==> config.mk <==
export PLATFORM = sky130hd
export DESIGN_NAME = seg7_scan_drv
export DESIGN_NICKNAME = d
export VERILOG_FILES = /design/src/rtl/seg7_defs_pkg.sv /design/src/rtl/hex7seg.sv /design/src/rtl/seg7_scan_drv.sv
export SDC_FILE = /design/constraint.sdc
export NUM_CORES = 1
export LEC_CHECK = 0
export ABC_AREA = 1
export CORE_MARGIN = 1.5
export CORE_UTILIZATION = 55
export CTS_BUF_LIST = sky130_fd_sc_hd__clkbuf_4
export DETAILED_ROUTE_END_ITERATION = 6
export GPL_TIMING_DRIVEN = 0
export HOLD_SLACK_MARGIN = 0.05
export PLACE_DENSITY_LB_ADDON = 0.2
export SLEW_MARGIN = 20
export SYNTH_ARGS = -nofsm -noshare
export SYNTH_HDL_FRONTEND = slang
export SYNTH_SLANG_ARGS = --single-unit
==> constraint.sdc <==
create_clock -name CLK -period 2.1 [get_ports CLK]
set_clock_uncertainty 0.05 [all_clocks]
set_input_delay 0.315 -clock CLK [delete_from_list [all_inputs] [get_ports CLK]]
set_output_delay 0.315 -clock CLK [all_outputs]
set_load 0.02 [all_outputs]
==> src/rtl/seg7_defs_pkg.sv <==
// Shared definitions for the 7-segment scan driver: FSM state codes, the
// active-low hex segment table and anode pattern helpers.
package seg7_defs;

  localparam logic [1:0] ST_IDLE  = 2'd0;
  localparam logic [1:0] ST_BLANK = 2'd1;
  localparam logic [1:0] ST_DRIVE = 2'd2;
  localparam logic [1:0] ST_FAULT = 2'd3;

  localparam logic [6:0] SEG_BLANK = 7'b1111111;
  localparam logic [3:0] AN_OFF    = 4'b1111;

  // Active-low {g,f,e,d,c,b,a}, indexed by nibble value 0..F.
  localparam logic [6:0] SEG_TABLE [16] = '{
    7'b1000000, 7'b1111001, 7'b0100100, 7'b0110000,
    7'b0011001, 7'b0010010, 7'b0000010, 7'b1111000,
    7'b0000000, 7'b0010000, 7'b0001000, 7'b0000011,
    7'b1000110, 7'b0100001, 7'b0000110, 7'b0001110
  };

  function automatic logic is_one_cold(input logic [3:0] pattern);
    return (pattern == 4'b1110) || (pattern == 4'b1101) ||
           (pattern == 4'b1011) || (pattern == 4'b0111);
  endfunction

  function automatic logic [1:0] an_to_sel(input logic [3:0] pattern);
    logic [1:0] sel;
    case (pattern)
      4'b1101: sel = 2'd1;
      4'b1011: sel = 2'd2;
      4'b0111: sel = 2'd3;
      default: sel = 2'd0;
    endcase
    return sel;
  endfunction

endpackage

==> src/rtl/hex7seg.sv <==
// Combinational nibble to active-low seven-segment decoder.
module hex7seg
  import seg7_defs::*;
(
  input  logic [3:0] nibble,
  output logic [6:0] seg
);

  assign seg = SEG_TABLE[nibble];

endmodule

==> src/rtl/seg7_scan_drv.sv <==
// Downstream stage of the anode scanner: inserts dead-time blanking on each
// anode change, optional leading-zero suppression and illegal-pattern flagging.
module seg7_scan_drv
  import seg7_defs::*;
#(
  parameter int unsigned BLANK_CYC   = 16,
  parameter int unsigned LZ_SUPPRESS = 0,
  parameter int unsigned CNT_BITS    = 8
) (
  input  logic        CLK,
  input  logic        CLR,
  input  logic [3:0]  AN_IN,
  input  logic [15:0] DATA,
  input  logic [3:0]  DP,
  input  logic        LOAD,
  output logic [3:0]  AN,
  output logic [6:0]  SEG,
  output logic        DPO,
  output logic        ERR
);

  localparam logic [CNT_BITS-1:0] CNT_RELOAD = CNT_BITS'(BLANK_CYC - 1);

  logic [3:0]          an_q, an_d;
  logic [1:0]          state_q, state_d;
  logic [CNT_BITS-1:0] cnt_q, cnt_d;
  logic [15:0]         data_q, data_d;
  logic [3:0]          dp_q, dp_d;
  logic [3:0]          an_out_q, an_out_d;
  logic [6:0]          seg_q, seg_d;
  logic                dpo_q, dpo_d;
  logic                err_q, err_d;

  logic       change;
  logic [1:0] sel;
  logic [3:0] digit;
  logic       lz_blank;
  logic [6:0] dec_seg;

  assign change = (AN_IN != an_q);

  // Any anode change overrides the current state; only BLANK advances on its own.
  always_comb begin
    state_d = state_q;
    cnt_d   = cnt_q;
    if (change) begin
      if (AN_IN == AN_OFF) begin
        state_d = ST_IDLE;
      end else if (is_one_cold(AN_IN)) begin
        state_d = ST_BLANK;
        cnt_d   = CNT_RELOAD;
      end else begin
        state_d = ST_FAULT;
      end
    end else if (state_q == ST_BLANK) begin
      if (cnt_q == '0) begin
        state_d = ST_DRIVE;
      end else begin
        cnt_d = cnt_q - CNT_BITS'(1);
      end
    end
  end

  always_comb begin
    an_d   = AN_IN;
    data_d = LOAD ? DATA : data_q;
    dp_d   = LOAD ? DP : dp_q;
    sel    = an_to_sel(an_q);
  end

  // Digit mux and leading-zero test both look at the post-load shadow value.
  always_comb begin
    lz_blank = 1'b0;
    case (sel)
      2'd1: begin
        digit    = data_d[7:4];
        lz_blank = (data_d[15:4] == 12'h000);
      end
      2'd2: begin
        digit    = data_d[11:8];
        lz_blank = (data_d[15:8] == 8'h00);
      end
      2'd3: begin
        digit    = data_d[15:12];
        lz_blank = (data_d[15:12] == 4'h0);
      end
      default: digit = data_d[3:0];
    endcase
    if (LZ_SUPPRESS == 0) begin
      lz_blank = 1'b0;
    end
  end

  hex7seg u_hex7seg (
    .nibble (digit),
    .seg    (dec_seg)
  );

  always_comb begin
    an_out_d = AN_OFF;
    seg_d    = SEG_BLANK;
    dpo_d    = 1'b1;
    err_d    = err_q | (state_d == ST_FAULT);
    if (state_d == ST_DRIVE) begin
      an_out_d = an_q;
      seg_d    = lz_blank ? SEG_BLANK : dec_seg;
      dpo_d    = ~dp_d[sel];
    end
  end

  always_ff @(posedge CLK) begin
    if (CLR) begin
      an_q     <= AN_OFF;
      state_q  <= ST_IDLE;
      cnt_q    <= '0;
      data_q   <= 16'h0000;
      dp_q     <= 4'b0000;
      an_out_q <= AN_OFF;
      seg_q    <= SEG_BLANK;
      dpo_q    <= 1'b1;
      err_q    <= 1'b0;
    end else begin
      an_q     <= an_d;
      state_q  <= state_d;
      cnt_q    <= cnt_d;
      data_q   <= data_d;
      dp_q     <= dp_d;
      an_out_q <= an_out_d;
      seg_q    <= seg_d;
      dpo_q    <= dpo_d;
      err_q    <= err_d;
    end
  end

  assign AN  = an_out_q;
  assign SEG = seg_q;
  assign DPO = dpo_q;
  assign ERR = err_q;

endmodule

**Yosys cells after proc, flatten, opt, wreduce, memory -nomap -nowiden**

Memory sizes are Yosys's and may differ from the RTL's. A register that Yosys moved wholly into a read port is not among the register bits.
Index checks and enable logic that the tools add are counted.
W data, S select, Z words.

- Equality and inequality tests: 18
- Muxes and demuxes: 16
- Bitwise logic cells: 4
- Add/subtract/negate cells: 1
- Magnitude comparators: 1
- Reduce and logical (&&, ||, !) cells: 7

Operators by type and width:

| operator | number |
|---|---|
| $mux W8 | 5 |
| $eq A4 B4 Y1 const B | 6 |
| $mux W16 | 1 |
| $pmux W4 S3 | 1 |
| $mux W2 | 5 |
| $eq A2 B2 Y1 const B | 4 |
| $eq A4 B3 Y1 const B | 2 |
| $logic_not A8 Y1 | 1 |
| $sub A8 B1 Y8 const B | 1 |
| $pmux W2 S3 | 1 |
| $not A4 Y5 | 1 |
| $eq A2 B1 Y1 const B | 2 |
| $mux W4 | 1 |
| $ne A2 B2 Y1 const B | 2 |
| $ne A4 B4 Y1 | 1 |
| $reduce_and A4 Y1 | 1 |
| $logic_or A1 B1 Y1 | 3 |
| $lt A2 B3 Y1 const B | 1 |
| $bmux W1 S2 | 1 |
| $ne A2 B1 Y1 const B | 1 |
| $not A1 Y1 | 2 |
| $reduce_bool A2 Y1 | 1 |
| $reduce_or A2 Y1 | 1 |
| $mux W1 | 1 |
| $or A1 B1 Y1 | 1 |

- Bits in registers: 40
- Bits in read-only memories: 112
- Memories: 1
- Bits of input ports: 27
- Word-level logic and storage cells: 56
- Output and inout port bits: 13

Memories:

| name | words | width | rd ports | clocked after Yosys merged registers in | wr ports | line | RTL |
|---|---|---|---|---|---|---|---|
| (name not given) | 16 | 7 | 1 | 1 | 0 | hex7seg.sv:9 | `assign seg = SEG_TABLE[nibble];` |

**Longest topological paths before layout**

- Depth in word-level cells: 10
- Depth in mapped cells: 13
- Mapped depth without buffers: 12

**Cells and area by module**

A second synthesis with hierarchy kept.

- Cells, all modules: 337
- Area, all modules: 2393.5 um2

By module, submodules not included:

| module | seq. area each (um2) | cells each | instances | area each (um2) |
|---|---|---|---|---|
| seg7_scan_drv | 940.9 | 288 | 1 | 2119.5 |
| hex7seg | 0.0 | 49 | 1 | 274.0 |

**Worst setup path before layout**

Ideal clock, no wire load.

- Kind: in2reg
- Start: in LOAD
- End: reg seg_q[5], in the netlist SEG[5]
- Path buffers: 1
- Stages: 11
- Library setup time: 0.120 ns
- Required time: 1.930 ns
- Slack: 0.346 ns
- Arrival time: 1.584 ns
- Cells stage by stage: buf_6 or2_2 o21ai_0 nor2_1 nor2_2 inv_1 ha_1 nand2_1 nand2_1 nand2_1 nand3_1

- Longest elaborated chain between the ends: 3

Ends and longest elaborated chain:

| item | line | RTL |
|---|---|---|
| start: declaration | seg7_scan_drv.sv:15 | `input logic LOAD,` |
| $mux W16 | seg7_scan_drv.sv:66 | `data_d = LOAD ? DATA : data_q;` |
| $pmux W4 S3 | seg7_scan_drv.sv:74 | `case (sel)` |
| $not A4 Y5 (not written as such) | hex7seg.sv:9 |  |
| end: declaration | seg7_scan_drv.sv:30 | `logic [6:0] seg_q, seg_d;` |

No other way between the ends.
A chain may end at the register's enable or synchronous reset.

**Worst setup path after layout**

- Start: reg an_q[0]
- End: reg seg_q[3], in the netlist SEG[3]

- Longest elaborated chain between the ends: 5
- Elaborated cells between the ends (all ways): 14
- Those cells by class: eq/ne: 8; mux: 3; bitwise: 2; reduce/logical: 1

Ends and longest elaborated chain:

| item | line | RTL |
|---|---|---|
| start: declaration | seg7_scan_drv.sv:24 | `logic [3:0] an_q, an_d;` |
| start signal: assignment | seg7_scan_drv.sv:123 | `an_q <= an_d;` |
| $eq A4 B3 Y1 (tied with other cells) | seg7_defs_pkg.sv:28 | `case (pattern)` |
| $pmux W2 S3 / $mux W2 (equally long branches) | seg7_defs_pkg.sv:28, seg7_scan_drv.sv:46 |  |
| $eq A2 B2 Y1 (tied with other cells) | -- |  |
| $pmux W4 S3 / $not A1 Y1 (equally long branches) | -- |  |
| $not A4 Y5 (not written as such) / $reduce_or A2 Y1 (equally long branches) | -- |  |

Parallel ways exist; a longest one is shown, timed or not.

==> results.md <==
- Max-slew violations: 0
- H-tree Lvls: 2
- Yosys warning count: 0
- Largest net degree at the start of global routing: 14
- Clock latency at the later pin of the worst-skew pair: 0.35 ns
- XOR/XNOR Fraction of Synth Area: 2.81%
- CP endpoint kind: register
- Share of post-route cells with drive strength above 1: 10.7%
- Finish-stage setup viols: 0
- Antenna violations before repair: 0
- RSZ-0062 raised after global routing: true
- Slowest-stage cell, CP: dfxtp_1
- Post-synth top area cell: dfxtp_1
- Synth top area share: 37.8%
- GR Util All Layers: 21.4%
- R2R depth: 12
- Total CTS buffers: 5
- CTS Hold Bufs: 0
- Max_cap viols: 0
- WP data required: 2.31 ns
- Via count: 2,369
- Mux cell area share after synthesis: 1.21%
- Min-Delay Path Class: primary input to register
- Slew @ Worst Pin: 0.493 ns
- Root Buffer: clkbuf_4
- First-pass GRT wire length: 8.63 mm
- Worst hold slack: 0.277 ns
- Die W: 70.3 um
- Worst-path cell chain: clkbuf_4 -> nand2_2 -> nor2_2 -> nand2_1 -> nand3_1 -> nor2_4 -> buf_4 -> ha_4 -> nand3_1 -> nand2_1 -> nand2_1 -> nand3_1
- Starting Density: 57.2%
- Worst slew margin: 67.2%
- Peak VDD IR: 0.000456 V
- Power per Cell Area: 616 nW/um^2
- FMAX: 522 MHz
- Nets@finish: 455
- NetSw: 594 uW
- Startpoint types: register
- Worst path arrival time: 2.12 ns
- Wirelength per Cell: 10.9 um
- Power share of the clock group: 21.9%
- Port bufs: 39
- Largest cells by area after synthesis: dfxtp_1 38%, nand2_1 21%, nand3_1 6.6%
- DR pass1 iterations: 4
- # DRC: 0
- Core area: 4350 um^2
- DRT iter0 DRCs: 115
- Largest family of logic cells by synthesized area: simple AND/OR/NAND/NOR gates
- IO Pins: 40
- Clk pin slew, worst setup/hold paths: 0.13 ns
- Leakage: 0.00151 uW
- Worst setup path endpoint: SEG[3]
- Critical path class: register to register
- Register area share after synthesis: 37.8%
- Final Non-Filler Cells: 473
- Detailed Route WL: 5.16 mm
- P&R area growth vs syn: 22.8%
- Die height: 70.3 um
- Final hold vios: 0
- Mapped Nets: 407
- Mapped Avg Cell Area: 6.69 um^2
- Adder-Cell Fraction of Synth Area: 4.02%
- TNS Setup: 0 ns
- Status: completed
- Post-DR vias/cell: 5.01
- Switching part of the total: 31.6%
- TritonCTS clock tree: yes
- Dpl cells: 463
- GRT overflow: 0
- Reg-to-Reg Start: an_q[0]
- Synth Area in Simple Gates: 40.6%
- Cells after synthesis: 372
- Critical path origin: an_q[0]
- Cell-internal power: 1290 uW
- Antenna diodes: 0
- Clk sinks: 47
- Final Core Density: 70.2%
- Die area: 4940 um^2
- Max Root-Sink Buffers: 2
- Compound-gate portion of the synthesized area: 6.08%
- Reg power frac: 51.1%
- Number of global-route vias before repair: 2,025
- Post-synth cell types: 26
- #FFs+latches synth: 47
- ANT nets after route: 0
- Placed inst area: 2950 um^2
- Num rows: 24
- CP max FO: 6
- CP max stage delay: 0.33 ns
- R2r setup slk: 0.18 ns
- Min cycle time layout: 1.92 ns
- Logic pwr share: 27.0%
- DP HPWL: 3.88 mm
- FILL cells: 391
- Final period utilization: 91.3%
- Cell area after layout: 3060 um^2
- Placer Congestion: 0.894
- Worst r2r dst: SEG[3]
- Synthesized area: 2490 um^2
power by group through the flow:
| stage | clock network [uW] | logic (uW) | registers, uW |
|---|---|---|---|
| after floorplan | 0 | 328 | 991 |
| after global placement | 0 | 471 | 980 |
| after detailed placement | 0 | 481 | 982 |
| after CTS | 420 | 486 | 962 |
| after global routing | 447 | 572 | 970 |
| final | 413 | 508 | 962 |
registers in the layout (all words and copies together) (netlist names):
| signal | cells |
|---|---|
| dp_q | 4 |
| AN | 4 |
| an_q | 4 |
| data_q | 16 |
| ERR | 1 |
| state_q | 2 |
| SEG | 7 |
| cnt_q | 8 |
| DPO | 1 |
cells in the final DEF (no fill, tap or decap), drive strengths merged:
cell type      synthesis  final
dlymetal6s2s           0      1
buf                    5      5
dfxtp                 47     47
o21a                   1      1
inv                   35     35
nand3                 35     35
clkbuf                 3     11
o21bai                 1      1
o211ai                 1      1
nor2                  47     47
clkinv                 0      2
xor2                   6      6
nand4                  3      3
ha                     8      8
nand2                147    147
clkdlybuf4s50          0     38
a21oi                 19     19
o21ai                  6      6
mux2i                  3      3
or2                    3      3
xnor2                  2      2
layout make-up:
| type | instances | area, um^2 | share of cell area, % |
|---|---|---|---|
| multi-input cells | 282 | 1400 | 45.8 |
| flip-flops and latches | 47 | 941 | 30.8 |
| repair buffers | 41 | 408 | 13.3 |
| inverters | 35 | 131 | 4.30 |
| well taps | 52 | 65.1 | 2.13 |
| plain buffers | 8 | 60.1 | 1.96 |
| clock buffers | 6 | 45.0 | 1.47 |
| clock inverters | 2 | 7.51 | 0.245 |
metal layers:
| metal | vias up | global-route usage, % | wire length [um] |
|---|---|---|---|
| li1 | 1256 | - | - |
| met1 | 1052 | 28.7 | 2480 |
| met2 | 56 | 35.1 | 2370 |
| met3 | 5 | 3.61 | 255 |
| met4 | 0 | 6.62 | 48 |
| met5 | - | 0 | 0 |
stage by stage:
step                      worst slack, ns  power, uW
final                               0.184       1880
after global routing             -0.00437       1990
after CTS                          0.0330       1870
after detailed placement           -0.459       1460
after global placement             -0.416       1450
after floorplan                     0.346       1320
kinds of logic after synthesis:
kind of cell	count (synthesis)
AND/OR/NAND/NOR	235
buffers and inverters	43
XOR/XNOR	8
AO/OA/AOI/OAI	28
adder cells (fa/ha/maj)	8
multiplexers	3
flip-flops	47
worst min path at each step:
stage / start / end / slack [ns] / cells past startpoint
6_report: LOAD / data_q[10] / 0.28 / 3
5_1_grt: LOAD / data_q[14] / 0.32 / 3
4_1_cts: ERR / ERR / 0.42 / 2
3_5_place_dp: ERR / ERR / 0.40 / 2
3_3_place_gp: ERR / ERR / 0.39 / 2
2_1_floorplan: AN_IN[0] / an_q[0] / 0.36 / 2
Yosys cell counts:
cell / count
nand3_1: 33
or2_2: 3
xnor2_1: 2
mux2i_1: 3
o211ai_1: 1
xor2_1: 6
a21oi_1: 19
inv_2: 4
nor2_1: 38
clkbuf_1: 3
buf_2: 2
o21bai_1: 1
dfxtp_1: 47
buf_6: 3
nand2_2: 6
nor2_2: 6
nand2_4: 1
o21ai_2: 1
nand2_1: 140
ha_1: 8
inv_1: 31
nand3_2: 2
nand4_1: 3
nor2_4: 3
o21ai_0: 5
o21a_1: 1
worst max-delay path: cells and delay by family, from the launching register on:
| family | cells | cell delay, ns |
|---|---|---|
| adder cells (fa/ha/maj) | 1 | 0.17 |
| buffers and inverters | 2 | 0.31 |
| flip-flops | 1 | 0.33 |
| AND/OR/NAND/NOR | 9 | 0.95 |
timing repair:
item / CTS / global route
setup buffers: 0 / 2
pin swaps: 0 / 1
resized for setup: 3 / 10
endpoints found under the setup margin: 4 / 6
hold endpoints to repair: 0 / 0
Power figures use the tool's default switching activity.
